### src/rtl/serial_subtractor_pkg.sv
// Shared types and defaults for the bit-serial subtractor.
package serial_sub_pkg;

  localparam int DEF_WIDTH = 8;

  typedef enum logic [1:0] {
    IDLE = 2'd0,
    RUN  = 2'd1,
    DONE = 2'd2
  } state_e;

endpackage

### src/rtl/serial_subtractor_if.sv
// Start/busy/done handshake plus operand and result buses of the serial subtractor.
interface serial_subtractor_if #(
  parameter int WIDTH = serial_sub_pkg::DEF_WIDTH
) ();

  logic             start;
  logic [WIDTH-1:0] a;
  logic [WIDTH-1:0] b;
  logic             busy;
  logic             done;
  logic [WIDTH-1:0] diff;
  logic             borrow;

  modport master (
    output start, a, b,
    input  busy, done, diff, borrow
  );

  modport slave (
    input  start, a, b,
    output busy, done, diff, borrow
  );

endinterface

### src/rtl/serial_subtractor_cell.sv
// One-bit full subtractor: d = a - b - bin, with borrow-out.
module full_subtractor_cell (
  input  logic a_i,
  input  logic b_i,
  input  logic bin_i,
  output logic d_o,
  output logic bout_o
);

  assign d_o    = a_i ^ b_i ^ bin_i;
  assign bout_o = (~a_i & b_i) | (~(a_i ^ b_i) & bin_i);

endmodule

### src/rtl/serial_subtractor.sv
// Bit-serial a - b, LSB first, one full-subtractor cell and a registered borrow.
module serial_subtractor
  import serial_sub_pkg::*;
#(
  parameter int WIDTH = DEF_WIDTH
) (
  input logic                clk,
  input logic                rst_n,
  serial_subtractor_if.slave sub
);

  localparam int              CW   = $clog2(WIDTH);
  localparam logic [CW-1:0]   LAST = CW'(WIDTH - 1);
  localparam logic [CW-1:0]   ONE  = CW'(1);

  state_e           state_q, state_d;
  logic [WIDTH-1:0] aSh_q, aSh_d;
  logic [WIDTH-1:0] bSh_q, bSh_d;
  logic [WIDTH-1:0] res_q, res_d;
  logic [CW-1:0]    cnt_q, cnt_d;
  logic             bor_q, bor_d;
  logic             borrow_q, borrow_d;
  logic             busy_q, busy_d;
  logic             done_q, done_d;

  logic             cellD;
  logic             cellBout;

  full_subtractor_cell cell_u (
    .a_i    (aSh_q[0]),
    .b_i    (bSh_q[0]),
    .bin_i  (bor_q),
    .d_o    (cellD),
    .bout_o (cellBout)
  );

  always_ff @(posedge clk or negedge rst_n) begin
    if (!rst_n) begin
      state_q  <= IDLE;
      aSh_q    <= '0;
      bSh_q    <= '0;
      res_q    <= '0;
      cnt_q    <= '0;
      bor_q    <= 1'b0;
      borrow_q <= 1'b0;
      busy_q   <= 1'b0;
      done_q   <= 1'b0;
    end else begin
      state_q  <= state_d;
      aSh_q    <= aSh_d;
      bSh_q    <= bSh_d;
      res_q    <= res_d;
      cnt_q    <= cnt_d;
      bor_q    <= bor_d;
      borrow_q <= borrow_d;
      busy_q   <= busy_d;
      done_q   <= done_d;
    end
  end

  // busy/done are computed as next-state values so the outputs come straight from flops.
  always_comb begin
    state_d  = state_q;
    aSh_d    = aSh_q;
    bSh_d    = bSh_q;
    res_d    = res_q;
    cnt_d    = cnt_q;
    bor_d    = bor_q;
    borrow_d = borrow_q;
    busy_d   = 1'b0;
    done_d   = 1'b0;

    case (state_q)
      IDLE: begin
        if (sub.start) begin
          state_d  = RUN;
          aSh_d    = sub.a;
          bSh_d    = sub.b;
          res_d    = '0;
          cnt_d    = '0;
          bor_d    = 1'b0;
          borrow_d = 1'b0;
          busy_d   = 1'b1;
        end
      end

      RUN: begin
        aSh_d = aSh_q >> 1;
        bSh_d = bSh_q >> 1;
        res_d = {cellD, res_q[WIDTH-1:1]};
        bor_d = cellBout;
        if (cnt_q == LAST) begin
          // Counter holds on the last bit so it never wraps for power-of-two widths.
          state_d  = DONE;
          borrow_d = cellBout;
          done_d   = 1'b1;
        end else begin
          cnt_d  = cnt_q + ONE;
          busy_d = 1'b1;
        end
      end

      DONE: begin
        state_d = IDLE;
      end

      default: begin
        state_d = IDLE;
      end
    endcase
  end

  assign sub.busy   = busy_q;
  assign sub.done   = done_q;
  assign sub.diff   = res_q;
  assign sub.borrow = borrow_q;

endmodule

### src/flat_wrapper.sv
// flat-port wrapper written by rule: the top's interface ports become plain ports
module serial_subtractor_flat import serial_sub_pkg::*;
#(
  parameter int WIDTH = DEF_WIDTH
)
  (clk, rst_n, sub_start, sub_a, sub_b, sub_busy, sub_done, sub_diff, sub_borrow);
  serial_subtractor_if #(.WIDTH(WIDTH)) sub_i ();
  input logic clk;
  input logic rst_n;
  input wire logic [$bits(sub_i.start)-1:0] sub_start;
  input wire logic [$bits(sub_i.a)-1:0] sub_a;
  input wire logic [$bits(sub_i.b)-1:0] sub_b;
  output wire logic [$bits(sub_i.busy)-1:0] sub_busy;
  output wire logic [$bits(sub_i.done)-1:0] sub_done;
  output wire logic [$bits(sub_i.diff)-1:0] sub_diff;
  output wire logic [$bits(sub_i.borrow)-1:0] sub_borrow;
  assign sub_i.start = sub_start;
  assign sub_i.a = sub_a;
  assign sub_i.b = sub_b;
  assign sub_busy = sub_i.busy;
  assign sub_done = sub_i.done;
  assign sub_diff = sub_i.diff;
  assign sub_borrow = sub_i.borrow;
  serial_subtractor #(.WIDTH(WIDTH)) u_core (.clk(clk), .rst_n(rst_n), .sub(sub_i));
endmodule
### config.mk
export PLATFORM = sky130hd
export DESIGN_NAME = serial_subtractor_flat
export DESIGN_NICKNAME = d
export VERILOG_FILES = /design/src/rtl/serial_subtractor_pkg.sv /design/src/rtl/serial_subtractor_if.sv /design/src/rtl/serial_subtractor_cell.sv /design/src/rtl/serial_subtractor.sv /design/src/flat_wrapper.sv
export SDC_FILE = /design/constraint.sdc
export NUM_CORES = 1
export LEC_CHECK = 0
export CAP_MARGIN = 15
export CORE_AREA = 2 2 43 74
export CTS_CLUSTER_SIZE = 16
export DETAILED_ROUTE_END_ITERATION = 16
export DIE_AREA = 0 0 45 76
export PLACE_DENSITY = 0.93
export RECOVER_POWER = 25
export SLEW_MARGIN = 10
export SYNTH_ARGS = -nofsm -noshare
export SYNTH_HDL_FRONTEND = slang
export SYNTH_SLANG_ARGS = --single-unit
### constraint.sdc
create_clock -name clk -period 2.68 [get_ports clk]
set_input_delay 0.67 -clock clk [delete_from_list [all_inputs] [get_ports clk]]
set_output_delay 0.67 -clock clk [all_outputs]
set_load 0.1 [all_outputs]
# Word-level counts from Yosys, hierarchy flattened
# Cells that the tools add are included.
# Widths: inputs -> output; s select.
op_classes:
  n_addsub: 1
  n_eq_ne: 5
  n_mux: 21
  bitwise_logic: 7
  reduce_logical: 6
ops:
  columns: ["operator", "count"]
  rows:
  - ["$pmux 8 s2", 3]
  - ["$mux 8", 3]
  - ["$mux 1", 6]
  - ["$mux 3", 2]
  - ["$pmux 1 s2", 3]
  - ["$pmux 3 s2", 1]
  - ["$reduce_and 3->1", 2]
  - ["$mux 2", 2]
  - ["$ne 2x2->1 const B", 2]
  - ["$pmux 2 s2", 1]
  - ["$reduce_and 2->1", 2]
  - ["$add 3x1->3 const B", 1]
  - ["$eq 3x3->1 const B", 1]
  - ["$and 1x1->1", 2]
  - ["$eq 2x1->1 const B", 1]
  - ["$logic_not 2->1", 1]
  - ["$ne 2x1->1 const B", 1]
  - ["$not 1->1", 2]
  - ["$reduce_bool 2->1", 1]
  - ["$xor 1x1->1", 2]
  - ["$or 1x1->1", 1]
totals:
  regBits: 33
  in_bits: 19
  out_inout_bits: 11

# Longest topological paths before layout
logic_depth:
  depth_word: 6
  mapped_depth: 6

# Modules after synthesis
# From an unflattened synthesis, not the netlist that was laid out.
unflattened:
  cells_unflattened: 120
  hier_area_um2: 1546.5
modules_own_cells:
  columns: ["mod", "instances", "cells_each", "area_per_inst_um2", "seq_area_each_um2"]
  rows:
  - ["serial_subtractor", 1, 116, 1515.2, 825.8]
  - ["full_subtractor_cell", 1, 4, 31.3, 0.0]

# Least setup slack after synthesis
# No wires, ideal clock.
synth_path:
  path_kind: "reg-to-output"
  startpoint: "register u_core.res_q[6], in the netlist u_core.sub.diff[6]"
  endpoint: "output sub_diff[6]"
  arrival_ns: 0.913
  t_required_ns: 2.010
  setup_slack_ns: 1.097
  path_stages_with_launch: 1
  n_path_buf: 0
  cell_sequence: "dfrtp_1"
synth_lines:
  columns: ["element", "line_no", "rtl"]
  rows:
  - ["start: declaration", "serial_subtractor.sv:19", "logic [WIDTH-1:0] res_q, res_d;"]
  - ["start signal: assignment", "serial_subtractor.sv:52", "res_q <= res_d;"]
  - ["end: declaration", "flat_wrapper.sv:15", "output wire logic [$bits(sub_i.diff)-1:0] sub_diff;"]
# No word-level cell between the ends.

# Final worst setup path
layout_path:
  startpoint: "input sub_start"
  endpoint: "register u_core.cnt_q[2]"
layout_between:
  elab_chain_len: 2
layout_lines:
  columns: ["element", "line_no", "rtl"]
  rows:
  - ["start: declaration", "flat_wrapper.sv:10", "input wire logic [$bits(sub_i.start)-1:0] sub_start;"]
  - ["$ne 2x2->1 (no line)", null, null]
  - ["$reduce_and 3->1 (no line)", null, null]
  - ["end signal: assignment", "serial_subtractor.sv:53", "cnt_q <= cnt_d;"]
  - ["end: declaration", "serial_subtractor.sv:20", "logic [CW-1:0] cnt_q, cnt_d;"]
# No other way between the ends.
# A chain may end at the register's enable or synchronous reset.

==> results.md <==
Die:
- The die covers 3420 µm².
- The die is 76 µm tall.
- The core region is ~2900 µm².
- In this run the core area contains 26 standard-cell rows.
- Measured along the x axis, the die boundary spans approximately 45 µm.
- The starting density of the core is 51.22%.
- Pin placement for this block handled 30 I/O pins.

Route:
- Once detail routing completed, the nets flagged for antenna violations numbered 0.
- The count of routing violations after the opening detailed-route iteration is 28.
- After detailed routing, the number of remaining DRC violations is 0.
- The number of vias after detailed routing is 1148.
- The number of optimization iterations in the first detailed-route pass is 5.
- In the final routed layout, each cell accounts on average for 15.81 µm.
- The sum of routed wire length over all layers is 3.019 mm.
- The post-detailed-route via-to-cell ratio is 6.010.

Placement:
- The post-DP HPWL is 2.124 mm.
- Routability-driven placement finished with a final weighted congestion of 0.8047.
- The setup slack after placement is 588.9 ps.
- The number of I/O port buffers is 29.
- The post-place instance area is roughly 1700 µm².

Pwr:
- The total power is between 2000 and 3000 µW.
- VDD sags by at most between 0.7 and 0.8 mV.
- Power spread over the standard cell area amounts to 1425 nW/µm².
- The leakage component of the power is 0.0008271 µW.

Finish:
- Relative to the synthesized area, the layout overhead comes to 23.72%.
- Cells with a size suffix above 1 make up a little under a fifth of the layout.
- The number of antenna repair diodes is 0.
- The final layout net count is between 150 and 200.
- The finished cells cover 1814 µm².
- The filler cell count in the final layout is about 240.

Clock tree:
- TritonCTS built the clock tree.
- The later-pin clock latency in the skew report is 290 ps.
- The number of clock buffers added by TritonCTS is 5.
- Buffers inserted to repair hold after CTS numbered 0.
- The sink count of the clock tree is 33.
- The H-tree generated during clock tree synthesis spans 2 levels.
- The number of buffers between clock root and the deepest sink is 2.
- Buffers added to address setup during post-CTS repair amount to 0.
- The cell at the root of the clock tree is sky130_fd_sc_hd__clkbuf_8.
- After clock tree synthesis, the clock-pin slew on the worst setup and hold paths is 70 ps.
- The number of resized instances in the post-cts repair step is 0.

Hold path:
- The sink of the worst hold path is u_core.bSh_q[7].
- The worst hold path was traced through 2 stages.
- The worst min-delay path category is reg -> reg.
- In this run the most critical hold path is launched from u_core.bSh_q[7].

Worst setup path:
- The gate family responsible for the most delay along the worst path is compound AO/OA/AOI/OAI gates.
- The signal on the critical path passes through clkdlybuf4s50_1, o21bai_2, nand2_1, o21ai_0.
- The buffer and inverter count on the worst path is 1.
- The longest individual stage delay on the worst path is just under 600 ps.
- The worst register-to-register path ends at u_core.cnt_q[2].
- The arrival time reported for the critical path endpoint is 2010 ps.
- The minimum setup slack among reg-to-reg paths is 1210 ps.
- The critical setup path kind is in -> reg.
- In this run the critical register-to-register path is launched from u_core.cnt_q[0].
- The required time reported for the critical path endpoint is 2880 ps.
- The depth of the worst register-to-register path is 5.
- The largest driver fanout on the critical path is 16.
- STA classifies the critical path endpoint as a flop.
- The critical path crosses 4 cells after its start point.
- The slowest cell on the critical path is sky130_fd_sc_hd__o21bai_2.
- The kind of start point of the critical path is an input pin.

Synth:
- The Yosys warning count is 0.
- The share of synthesized area occupied by flip-flops and latches is a little under three fifths.
- The cell area after synthesis is 1466 µm².
- The number of distinct library cells after synthesis is 29.
- Synthesis handed over a netlist of approximately 130 instances.
- The average instance in the mapped netlist occupies 10.94 µm².
- The synthesized design contains 33 register bits.
- The post-synth net total is 156.

STA:
- Setup violations remaining at the end of the flow were counted as 0.
- The final critical path takes up 67.74% of the cycle.
- Setup repair after global routing left no endpoint under its margin.
- The worst path meets setup with a little under 900 ps of slack.
- The number of max-slew violations in the final report is 0.
- The count of final hold-check violations is 0.
- The max-slew headroom at the worst pin is a little under half.
- The setup TNS is 0 ps.
- The actual slew at the worst max-slew pin is 799.6 ps.
- Based on the critical path, the design can be clocked at up to approximately 550 MHz.
- The final clock skew is about 7.8 ps.
- Counting I/O delays and the setup requirement, the final critical path takes 1815 ps.

Global route:
- Entering global routing, the biggest net connects 34 pins.
- The combined global-route utilization of all metal layers is 19.64%.
- The number of antenna violations at the first check in global routing is 0.
- The first global-routing pass estimated 4.940 mm of wire.
- The via count of the first global-routing pass came to around 1.1k.
- The total grt overflow is 0.

Flow run:
- Across the run, the number of max-cap violations was 0.

Outcome:
- The run finished with clean final reports.
==> per-stage QoR <==
| stage | utilization [%] | hold slack, ps | instances |
|---|---|---|---|
| 2_1_floorplan | - | 374.4 | 134 |
| 3_3_place_gp | 59.40 | 471.6 | 183 |
| 3_5_place_dp | 59.40 | 489.2 | 183 |
| 4_1_cts | 63.46 | 503.7 | 191 |
| 5_1_grt | 63.37 | 529.7 | 191 |
| 6_report | 63.37 | 503.3 | 191 |
==> synth_stat cells, drive strengths merged <==
library cell / count / share of area, %
dfrtp: 33 / 56
a21oi: 15 / 5.1
nor2: 15 / 3.8
o22ai: 13 / 5.5
buf: 9 / 4.9
nand2: 9 / 2.3
a22o: 8 / 5.3
o21ai: 5 / 1.7
inv: 4 / 1.0
nor3: 3 / 1.0
a22oi: 2 / 1.0
and2: 2 / 0.85
ha: 2 / 1.7
nand2b: 2 / 1.0
nand3: 2 / 0.68
nor4b: 2 / 1.2
fa: 1 / 1.4
nand3b: 1 / 0.51
nor2b: 1 / 0.94
o21ba: 1 / 1.1
o21bai: 1 / 0.77
o221ai: 1 / 0.60
o32ai: 1 / 0.60
or2: 1 / 0.60
==> metal layers <==
| layer | GRT usage [%] | vias to the layer above | part of all wire (%) |
|---|---|---|---|
| li1 | - | 533 | - |
| met1 | 23.76 | 555 | 40 |
| met2 | 29.71 | 51 | 50 |
| met3 | 5.213 | 9 | 6.1 |
| met4 | 12.35 | 0 | 3.5 |
| met5 | 0 | - | 0 |
==> report_power, final <==
part           leakage [µW]  internal [µW]  switching, µW
logic              0.000363            390            824
clock network     0.0000585            303            173
registers          0.000405            720            175
==> layout by cell type, fill, tap and decap left out, drive strengths merged, types with 3 or more instances in the layout <==
| master | n |
|---|---|
| inv | 4 |
| dfrtp | 33 |
| buf | 11 |
| clkbuf | 8 |
| nor2 | 15 |
| o22ai | 13 |
| nand2 | 9 |
| a21oi | 15 |
| nor3 | 3 |
| a22o | 8 |
| o21ai | 5 |
| clkdlybuf4s50 | 17 |
==> flip-flops by register name (all words and copies together) (netlist names) <==
name and flops:
u_core.sub.diff 8, u_core.cnt_q 3, u_core.sub.busy 1, u_core.sub.done 1, u_core.aSh_q 8, u_core.bSh_q 8
u_core.state_q 2, u_core.sub.borrow 1, u_core.bor_q 1
==> worst register-to-register path: stages (launching register included) <==
cell,delay [ps]
sky130_fd_sc_hd__dfrtp_1,420
sky130_fd_sc_hd__ha_1,210
sky130_fd_sc_hd__ha_1,300
sky130_fd_sc_hd__nor2_1,180
sky130_fd_sc_hd__a22oi_1,80
sky130_fd_sc_hd__o21ai_0,190
==> worst max path at each step <==
stage	slack (ps)	start	end
after floorplan	1100	u_core.sub.diff[6]	sub_diff[6]
after global placement	670	sub_start	u_core.sub.diff[5]
after detailed placement	590	sub_start	u_core.bor_q
after CTS	890	sub_start	u_core.bor_q
after global routing	790	sub_start	u_core.bSh_q[7]
final	860	sub_start	u_core.cnt_q[2]
==> layout make-up <==
class / instances / area (µm²) / share of cell area (%)
Clock inverter: 1 / 30.03 / 1.655
Multi-Input combinational cell: 88 / 554.3 / 30.55
Clock buffer: 7 / 86.33 / 4.759
Sequential cell: 33 / 825.8 / 45.52
Timing Repair Buffer: 30 / 267.8 / 14.76
Tap cell: 28 / 35.03 / 1.931
Inverter: 4 / 15.01 / 0.8276
==> cells by family (layout without fill, tap and decap cells) <==
kind of cell	Yosys count	in the layout	share of synthesized area, %
flops	33	33	56.31
compound gates	47	47	21.76
buf+inv	13	42	5.886
simple gates	38	38	12.97
fa+ha+maj	3	3	3.071
(Power assumes the default switching activity.)
